<file path="src/rtl/word_serializer.sv">
// ---------------------------------------------------------------------------
// word_serializer
//
// Parallel-in, serial-out transmitter for the 32-bit serial word link.
// It accepts one word ahead into a holding register, then shifts it out MSB
// first. The receiver shifts bits in from the LSB side, so it reassembles
// the original word.
//
// Ports
//   clk         rising-edge clock for all state
//   reset       asynchronous, active-low reset
//   word_in     parallel word offered by the upstream block
//   word_valid  word_in is valid
//   word_ready  holding register is empty and can accept a word
//   bit_ready   downstream accepts the current bit this cycle
//   serial_out  current bit (shifter MSB), 0 when not shifting
//   shift_en    serial_out is valid (receiver shift enable)
//   last_bit    current bit is bit 0 of the word
//   done_word   one-cycle pulse after a word's last bit is transferred
//   busy        shifter or holding register occupied
// ---------------------------------------------------------------------------
module word_serializer #(
  parameter  int WIDTH = 32,
  localparam int CNT_W = $clog2(WIDTH)
) (
  input  logic             clk,
  input  logic             reset,
  input  logic [WIDTH-1:0] word_in,
  input  logic             word_valid,
  output logic             word_ready,
  input  logic             bit_ready,
  output logic             serial_out,
  output logic             shift_en,
  output logic             last_bit,
  output logic             done_word,
  output logic             busy
);

  localparam logic [0:0] ST_IDLE  = 1'b0;
  localparam logic [0:0] ST_SHIFT = 1'b1;

  localparam logic [CNT_W-1:0] CNT_LAST = CNT_W'(WIDTH - 1);

  logic [0:0]       state_q,     state_d;
  logic [WIDTH-1:0] shift_q,     shift_d;
  logic [WIDTH-1:0] hold_q,      hold_d;
  logic             hold_full_q, hold_full_d;
  logic [CNT_W-1:0] cnt_q,       cnt_d;
  logic             done_q,      done_d;

  logic accept;
  logic transfer;
  logic at_last;

  assign shift_en   = (state_q == ST_SHIFT);
  assign at_last    = (cnt_q == CNT_LAST);
  assign transfer   = shift_en && bit_ready;
  assign word_ready = !hold_full_q;
  // The holding register only refills while it is empty, so an accept can
  // never coincide with the shifter draining it.
  assign accept     = word_valid && !hold_full_q;

  assign serial_out = shift_en && shift_q[WIDTH-1];
  assign last_bit   = shift_en && at_last;
  assign done_word  = done_q;
  assign busy       = shift_en || hold_full_q;

  always_comb begin
    // NOTE: every signal driven here gets a default first, so no path
    // leaves it unassigned and no latch is inferred.
    state_d     = state_q;
    shift_d     = shift_q;
    hold_d      = hold_q;
    hold_full_d = hold_full_q;
    cnt_d       = cnt_q;
    done_d      = 1'b0;

    if (accept) begin
      hold_d      = word_in;
      hold_full_d = 1'b1;
    end

    case (state_q)
      ST_IDLE: begin
        if (hold_full_q) begin
          shift_d     = hold_q;
          hold_full_d = 1'b0;
          cnt_d       = '0;
          state_d     = ST_SHIFT;
        end
      end
      default: begin
        if (transfer) begin
          if (!at_last) begin
            shift_d = shift_q << 1;
            cnt_d   = cnt_q + CNT_W'(1);
          end else begin
            done_d = 1'b1;
            // Reload straight from the holding register so back-to-back
            // words go out without an idle bubble between them.
            if (hold_full_q) begin
              shift_d     = hold_q;
              hold_full_d = 1'b0;
              cnt_d       = '0;
            end else begin
              state_d = ST_IDLE;
            end
          end
        end
      end
    endcase
  end

  // NOTE: sequential state uses non-blocking assignments only, so every flop
  // samples the pre-edge value of its inputs regardless of block ordering.
  always_ff @(posedge clk or negedge reset) begin
    if (!reset) begin
      state_q     <= ST_IDLE;
      shift_q     <= '0;
      hold_q      <= '0;
      hold_full_q <= 1'b0;
      cnt_q       <= '0;
      done_q      <= 1'b0;
    end else begin
      state_q     <= state_d;
      shift_q     <= shift_d;
      hold_q      <= hold_d;
      hold_full_q <= hold_full_d;
      cnt_q       <= cnt_d;
      done_q      <= done_d;
    end
  end

endmodule

</file>
<file path="config.mk">
export PLATFORM = sky130hd
export DESIGN_NAME = word_serializer
export DESIGN_NICKNAME = d
export VERILOG_FILES = /design/src/rtl/word_serializer.sv
export SDC_FILE = /design/constraint.sdc
export NUM_CORES = 1
export LEC_CHECK = 0
export CAP_MARGIN = 20
export CORE_MARGIN = 4
export CORE_UTILIZATION = 45
export CTS_CLUSTER_DIAMETER = 100
export DETAILED_ROUTE_END_ITERATION = 8
export HOLD_SLACK_MARGIN = 0.03
export PLACE_DENSITY = 0.67
export SETUP_SLACK_MARGIN = 0.4
export SLEW_MARGIN = 20
export SYNTH_ARGS = -nofsm -noshare
export SYNTH_HDL_FRONTEND = slang
export SYNTH_SLANG_ARGS = --single-unit
</file>
<file path="constraint.sdc">
create_clock -name clk -period 2 [get_ports clk]
set_clock_uncertainty 0.05 [all_clocks]
set_input_delay 0.6 -clock clk [delete_from_list [all_inputs] [get_ports clk]]
set_output_delay 0.6 -clock clk [all_outputs]
set_load 0.02 [all_outputs]
</file>
# Yosys cells after proc, flatten, opt, wreduce, memory -nomap -nowiden

Index checks and enable logic that the tools add are counted.

Output and inout bits: 6
Logic and storage cells: 35
Flip-flop bits (word level): 72
Input port bits: 36

$add $sub $neg: 1
Mux-type cells: 20
Eq/ne operators: 2
Reduce and logical (&&, ||, !) cells: 6

Operators by type and width:

| kind                                                            | number |
|---|---|
| 32-bit 2-to-1 mux                                               | 4 |
| 5-bit 2-to-1 mux                                                | 4 |
| 1-bit 2-to-1 mux                                                | 12 |
| 5-bit by 1-bit adder with 5-bit output, second input constant   | 1 |
| 5-bit == test, second input constant                            | 1 |
| 1-bit logical AND                                               | 4 |
| 2-bit by 1-bit != test with 1-bit output, second input constant | 1 |
| 1-bit logical NOT                                               | 1 |
| 1-bit logical OR                                                | 1 |

# Logic depth before layout (Yosys ltp)

Gate-level depths: netlist (run 1).

Depth in word-level cells: 7
Gate-level depth with buffers: 8
Mapped depth without buffers: 6

# Least setup slack after synthesis (run 1)

No wires, ideal clock.

Path kind: register to output
Start point: register cnt_q[0]
End point: output last_bit
Stages on the path, launching flop included: 5
Data required time: 1.350 ns
Arrival time: 1.246 ns
Setup slack: 0.104 ns
Path buffers: 0
Cells stage by stage: dfrtp_1 ha_1 and3_1 ha_1 and2_1

Longest elaborated chain between the ends: 2

Ends and longest elaborated chain:

| item                   | RTL line | text |
|---|---|---|
| from (decl)            | 48       | `logic [CNT_W-1:0] cnt_q, cnt_d;` |
| from (signal assigned) | 129      | `cnt_q <= cnt_d;` |
| 5-bit == test          | 56       | `assign at_last = (cnt_q == CNT_LAST);` |
| 1-bit logical AND      | 64       | `assign last_bit = shift_en && at_last;` |
| to (decl)              | 34       | `output logic last_bit,` |

No other way between the ends.

# Worst setup path in the final report (run 1)

Same ends and word-level chain as after synthesis.

==> results of run 1 <==
worst paths after layout:
path	cells past startpoint	startpoint	slack [ns]	to
max in group asynchronous	2	reset	1.22	shift_q[4]
worst min register to register	1	hold_q[0]	0.46	hold_q[0]
min in group clk	1	hold_q[0]	0.46	hold_q[0]
worst max-delay path	5	cnt_q[0]	-0.13	last_bit
worst min-delay path	1	reset	0.15	shift_q[20]
worst max register to register	10	cnt_q[0]	-0.10	shift_q[5]
metrics by stage:
step	area, um^2	setup slack, ns	hold WS (ns)
2_1_floorplan	3360	0.274	0.254
3_3_place_gp	3910	-0.625	0.433
3_5_place_dp	3920	-0.459	0.436
4_1_cts	4410	-0.146	0.145
5_1_grt	4500	-0.237	0.157
6_report	4500	-0.133	0.154
timing repair:
item	4_1_cts	5_1_grt
buffers inserted	7	10
cloned	4	0
endpoints found under the setup margin	44	45
pin swaps	7	1
resized for setup	55	8
cell type report:
class,count,area [um^2]
repair buffers,80,882
clock buffers,10,128
well taps,99,124
flip-flops and latches,72,1800
fillers,598,2710
multi-input cells,165,1160
clock inverters,6,155
inverters,65,249
synthesized netlist by cell type, drive strengths merged (2+ instances only):
library cell	instances
nor2b	4
inv	65
buf	23
o22ai	31
ha	3
nand2	32
or2	2
a222oi	31
nor2	3
dfrtp	72
o21ai	33
and2	2
a21oi	2
clkbuf	4
a22o	7
and3	3
cells in the final DEF, fill, tap and decap left out, types with 5 or more instances in the layout:
cell type        count
bufinv_16            5
a222oi_1            31
clkbuf_8             9
o21ai_1             23
buf_12               9
clkdlybuf4s50_1     33
buf_4               22
o22ai_1             31
nand2_1             32
a22o_1               7
o21ai_0             10
buf_6               10
dfrtp_1             70
inv_1               63
sequential cells by signal (all words and copies together) (netlist names):
register,count
cnt_q,5
done_word,1
hold_full_q,1
hold_q,32
shift_en,1
shift_q,32
cells by family (layout without fill, tap and decap cells):
group / after synthesis / in the layout / synth area share
flops: 72 / 72 / 0.544
simple gates: 49 / 51 / 0.0668
fa+ha+maj: 3 / 3 / 0.0113
compound gates: 109 / 109 / 0.241
mux: 2 / 2 / 0.00642
buf+inv: 92 / 161 / 0.131
routing by layer:
metal / part of all wire / track usage
met5: 0 / 0
met4: 0.011 / 0.0722
met3: 0.065 / 0.0465
met2: 0.47 / 0.296
met1: 0.46 / 0.251
power groups by stage:
stage | sequential (uW) | clock, uW | combinational, uW
floorplan | 2380 | 0 | 1130
global placement | 2440 | 0 | 1510
detailed placement | 2460 | 0 | 1580
CTS | 2440 | 1650 | 1670
global route | 2520 | 1720 | 1960
finish | 2440 | 1610 | 1740
==> results.yml, run 1 <==
timing:
  setup_tns_ns: -2.15
  finalHoldViolCount: 0
  relSlewSlack: 0.686
  max_slew.worst_pin.slew_ns: 0.471
  rsz0062_at_grt: "yes"
  setup_viol_count_final: 32
  drv_slew: 0
  finalWorstPathRequiredPeriod_ns: 2.13
  max_freq_mhz: 469
  setup_ws_ns: -0.133
  fin_crit_sh: 1.07
synth:
  synthArstFlopShare: 1.00
  ys_warn_count: 0
  synth-edff-count: 0
  synth.distinct_cells: 33
  synthTopCellsByArea: "dfrtp_1 (54%), a222oi_1 (9.4%), inv_1 (7.3%), o22ai_1 (5.9%), nand2_1 (3.6%)"
  syn_area_um2: 3310
  seq_area_frac_synth: 0.544
  synth_top_cell_by_area: "dfrtp_1"
  ys_ff_latch: 72
  avgSynthCellArea_um2: 10.1
  synthFlopType: "dfrtp_1"
  synth_top_area_share: 0.544
  synth_fp_nets: 366
  synthCells: 327
critical_path:
  cp_top_family: "flip-flops"
  crit_path_end_kind: "primary output"
  critPathMaxFanout: 2
  critPathBufInv: 1
  worstPathRequired_ns: 1.35
  critPathLaunchType: "flip-flop"
  worstPathCellList: "ha_2, and3_4, ha_4, and2_4, buf_6"
  arrival_ns: 1.48
  cpPeakStageDelay_ns: 0.39
  cp_slowest_cell: "dfrtp_1"
  critical_path_class: "flip-flop to primary output"
placed_design:
  gp_congestion: 0.789
  portBuffers: 41
  dpl.cell_count: 460
  place_hpwl_um: 4360
finish:
  drive_gt1_frac: 0.209
  final_util: 0.624
  antenna_cells: 0
  fin_cells: 497
  nNetsFinal: 432
  area.growth.synth_to_final_pct: 36.0
clocking:
  numClockSinks: 72
  cts_tree: "done"
  clk_pin_slew_ns: 0.07
  cts_root_buffer: "clkbuf_8"
  cts_buffers: 9
  cts.htree.levels: 3
  insertion_delay_ns: 0.35
  hold_buffers: 0
  cts_max_path_buffers: 2
die:
  start_util: 0.459
  dieWidth_um: 93.8
  die_y_um: 93.8
  ios: 42
  rows: 31
  dieArea_um2: 8800
  core_um2: 7210
global_routing:
  grt_pass1_wl_um: 12800
  antenna_found_initial: 0
  grt_pass1_vias: 2643
  grt_max_degree: 64
  global_route.usage.total: 0.188
  grt_overflow: 0
power_and_ir_drop:
  irDropWorstVdd_mv: 0.551
  p_sw_uw: 1740
  p_per_area_nw_per_um2: 1290
  internal-power_uw: 4050
  p_total_uw: 5790
  clkPwrFrac: 0.277
  p_seq_frac: 0.422
  p_comb_frac: 0.300
  p_sw_frac: 0.301
  p_leak_uw: 0.00213
route:
  ant_nets: 0
  vias_per_cell: 5.40
  drc: 0
  vias: 2686
  drt_iter0_drc: 232
  routedWlPerCell_um: 15.2
  dr.pass1.iters: 7
  wirelength_um: 7580
flow_run:
  cap_violations: 0
status:
  violations: "setup timing"
  outcome: "finished, violations left"
min_path:
  hold_class: "input pin to asynchronous set/reset pin"
No activity file was read; power rests on OpenSTA's default activity.
==> run 2, diff against run 1 <==
--- a/config.mk
+++ b/config.mk
@@ -11,6 +11,7 @@
 export CTS_CLUSTER_DIAMETER = 100
 export DETAILED_ROUTE_END_ITERATION = 8
 export HOLD_SLACK_MARGIN = 0.03
+export MAX_ROUTING_LAYER = met4
 export PLACE_DENSITY = 0.67
 export SETUP_SLACK_MARGIN = 0.4
 export SLEW_MARGIN = 20
==> run 2 against run 1 <==
Against the previous run: combinational power is essentially flat; sequential cell count is the same; critical path depth is the same; worst setup slack gained 0.00077 ns; worst hold slack gained 0.0032 ns; wire length is essentially flat; the run still ends with setup timing left; first-iteration DRC count grew 0.86%; clock-buffer cell count is the same; highest routed layer unchanged.
==> results.yml, run 2 (synthesis gave the netlist of run 1 again) <==
finish:
  area.growth.synth_to_final_pct: 36.0
  drive_gt1_frac: 0.209
  fill_cells: 598
  final_common_cell: "dfrtp_1"
  regArea_um2: 1800
  reg_top3: "hold_q (32), shift_q (32), cnt_q (5)"
  multiInputGateArea_um2: 1160
  antenna_cells: 0
  nNetsFinal: 432
  mostFrequentLayoutCells: "dfrtp_1 (70), inv_1 (63), clkdlybuf4s50_1 (33)"
critical_path:
  critPathLaunchType: "flip-flop"
  critical_path_class: "flip-flop to primary output"
  critPathMaxFanout: 2
  arrival_ns: 1.48
  worstPathRequired_ns: 1.35
  crit_path_end_kind: "primary output"
  crit_path_start: "cnt_q[0]"
  reg2reg_from: "cnt_q[0]"
clocking:
  cts.htree.levels: 3
  cts_buffers: 9
  cts_root_buffer: "clkbuf_8"
  hold_buffers: 0
  cts_max_path_buffers: 2
  clk_pin_slew_ns: 0.08
  numClockSinks: 72
  insertion_delay_ns: 0.34
  cts_tree: "done"
route:
  met1_length_um: 3480
  dr.max_layer_used: "met4"
  dr.pass1.iters: 7
  ant_nets: 0
  vias_per_cell: 5.39
  drt_iter0_drc: 234
  drc: 0
  wl_met3_um: 457
  routedWlPerCell_um: 15.2
  vias: 2681
  wl_met2_um: 3530
  wirelength_um: 7580
timing:
  hold_ws_ns: 0.157
  finalWorstPathRequiredPeriod_ns: 2.13
  fin_crit_sh: 1.07
  setup_ws_ns: -0.132
  relSlewSlack: 0.683
  max_slew.worst_pin.slew_ns: 0.476
  setup_viol_count_final: 32
  finalHoldViolCount: 0
  rsz0062_at_grt: "yes"
  setup_tns_ns: -2.31
  drv_slew: 0
  max_freq_mhz: 469
min_path:
  hold_class: "input pin to asynchronous set/reset pin"
die:
  rows: 31
  start_util: 0.459
  dieArea_um2: 8800
  core_um2: 7210
  die_y_um: 93.8
  ios: 42
  dieWidth_um: 93.8
power_and_ir_drop:
  irDropWorstVdd_mv: 0.551
  p_sw_frac: 0.301
  p_per_area_nw_per_um2: 1290
  p_sw_uw: 1740
  internal-power_uw: 4050
  clkPwrFrac: 0.278
  p_comb_frac: 0.300
  p_seq_frac: 0.422
  p_leak_uw: 0.00213
global_routing:
  grt_pass1_vias: 2643
  global_route.usage.total: 0.193
  grt_pass1_wl_um: 12800
  grt_overflow: 0
  antenna_found_initial: 0
  grt_max_degree: 64
placed_design:
  portBuffers: 41
  place_hpwl_um: 4360
  gp_congestion: 0.800
status:
  outcome: "finished, violations left"
  violations: "setup timing"
flow_run:
  cap_violations: 0
-- run 2: routing by layer --
metal | track usage | up-vias
met4 | 0.0578 | 0
met1 | 0.251 | 1287
met5 | - | -
li1 | - | 1293
met3 | 0.0537 | 14
met2 | 0.296 | 87
-- run 2: critical path, stage by stage, from the launching register on --
cell,delay [ns]
dfrtp_1,0.39
ha_2,0.19
and3_4,0.16
ha_4,0.16
and2_4,0.13
buf_6,0.12
-- run 2: worst paths after layout --
| kind | cells after the start | slack [ns] | endpoint |
|---|---|---|---|
| worst min-delay path | 1 | 0.16 | shift_q[14] |
| max in group asynchronous | 2 | 1.21 | shift_q[8] |
| min in group clk | 1 | 0.46 | hold_q[0] |
| worst max-delay path | 5 | -0.13 | last_bit |
| worst min register to register | 1 | 0.46 | hold_q[0] |
| worst max register to register | 10 | -0.10 | shift_q[14] |
-- run 2: what timing repair did --
| action | 4_1_cts | 5_1_grt |
|---|---|---|
| setup buffers | 7 | 10 |
| resized for setup | 55 | 8 |
| endpoints found under the setup margin | 44 | 45 |
| gates cloned | 4 | 0 |
| pin swaps | 7 | 1 |
| hold endpoints to repair | 0 | 0 |
-- run 2: metrics by stage --
step           total power (uW)  utilization  setup WS, ns  instances  area, um^2
2_1_floorplan              3510            -         0.274        327        3360
3_3_place_gp               3950        0.542        -0.625        460        3910
3_5_place_dp               4040        0.543        -0.459        460        3920
4_1_cts                    5760        0.611        -0.146        487        4410
5_1_grt                    6210        0.624        -0.236        497        4500
6_report                   5790        0.624        -0.132        497        4500
-- run 2: power groups by stage --
stage | sequential, uW | clock, uW | combinational (uW)
finish | 2440 | 1610 | 1740
global route | 2520 | 1720 | 1960
CTS | 2440 | 1650 | 1670
detailed placement | 2460 | 0 | 1580
global placement | 2440 | 0 | 1510
floorplan | 2380 | 0 | 1130
-- run 2: cell type report --
class	count	share of cell area
multi-input combinational	165	0.258
tap	99	0.0275
sequential	72	0.401
timing repair buffer	80	0.196
clock buffer	10	0.0283
clock inverter	6	0.0344
inverter	65	0.0553
==> run 3, diff against run 2 <==
--- a/config.mk
+++ b/config.mk
@@ -8,7 +8,7 @@
 export CAP_MARGIN = 20
 export CORE_MARGIN = 4
 export CORE_UTILIZATION = 45
-export CTS_CLUSTER_DIAMETER = 100
+export CTS_CLUSTER_DIAMETER = 30
 export DETAILED_ROUTE_END_ITERATION = 8
 export HOLD_SLACK_MARGIN = 0.03
 export MAX_ROUTING_LAYER = met4
==> results of run 3 <==
Same layout as run 2: the final DEF is identical, and so are final timing and power.
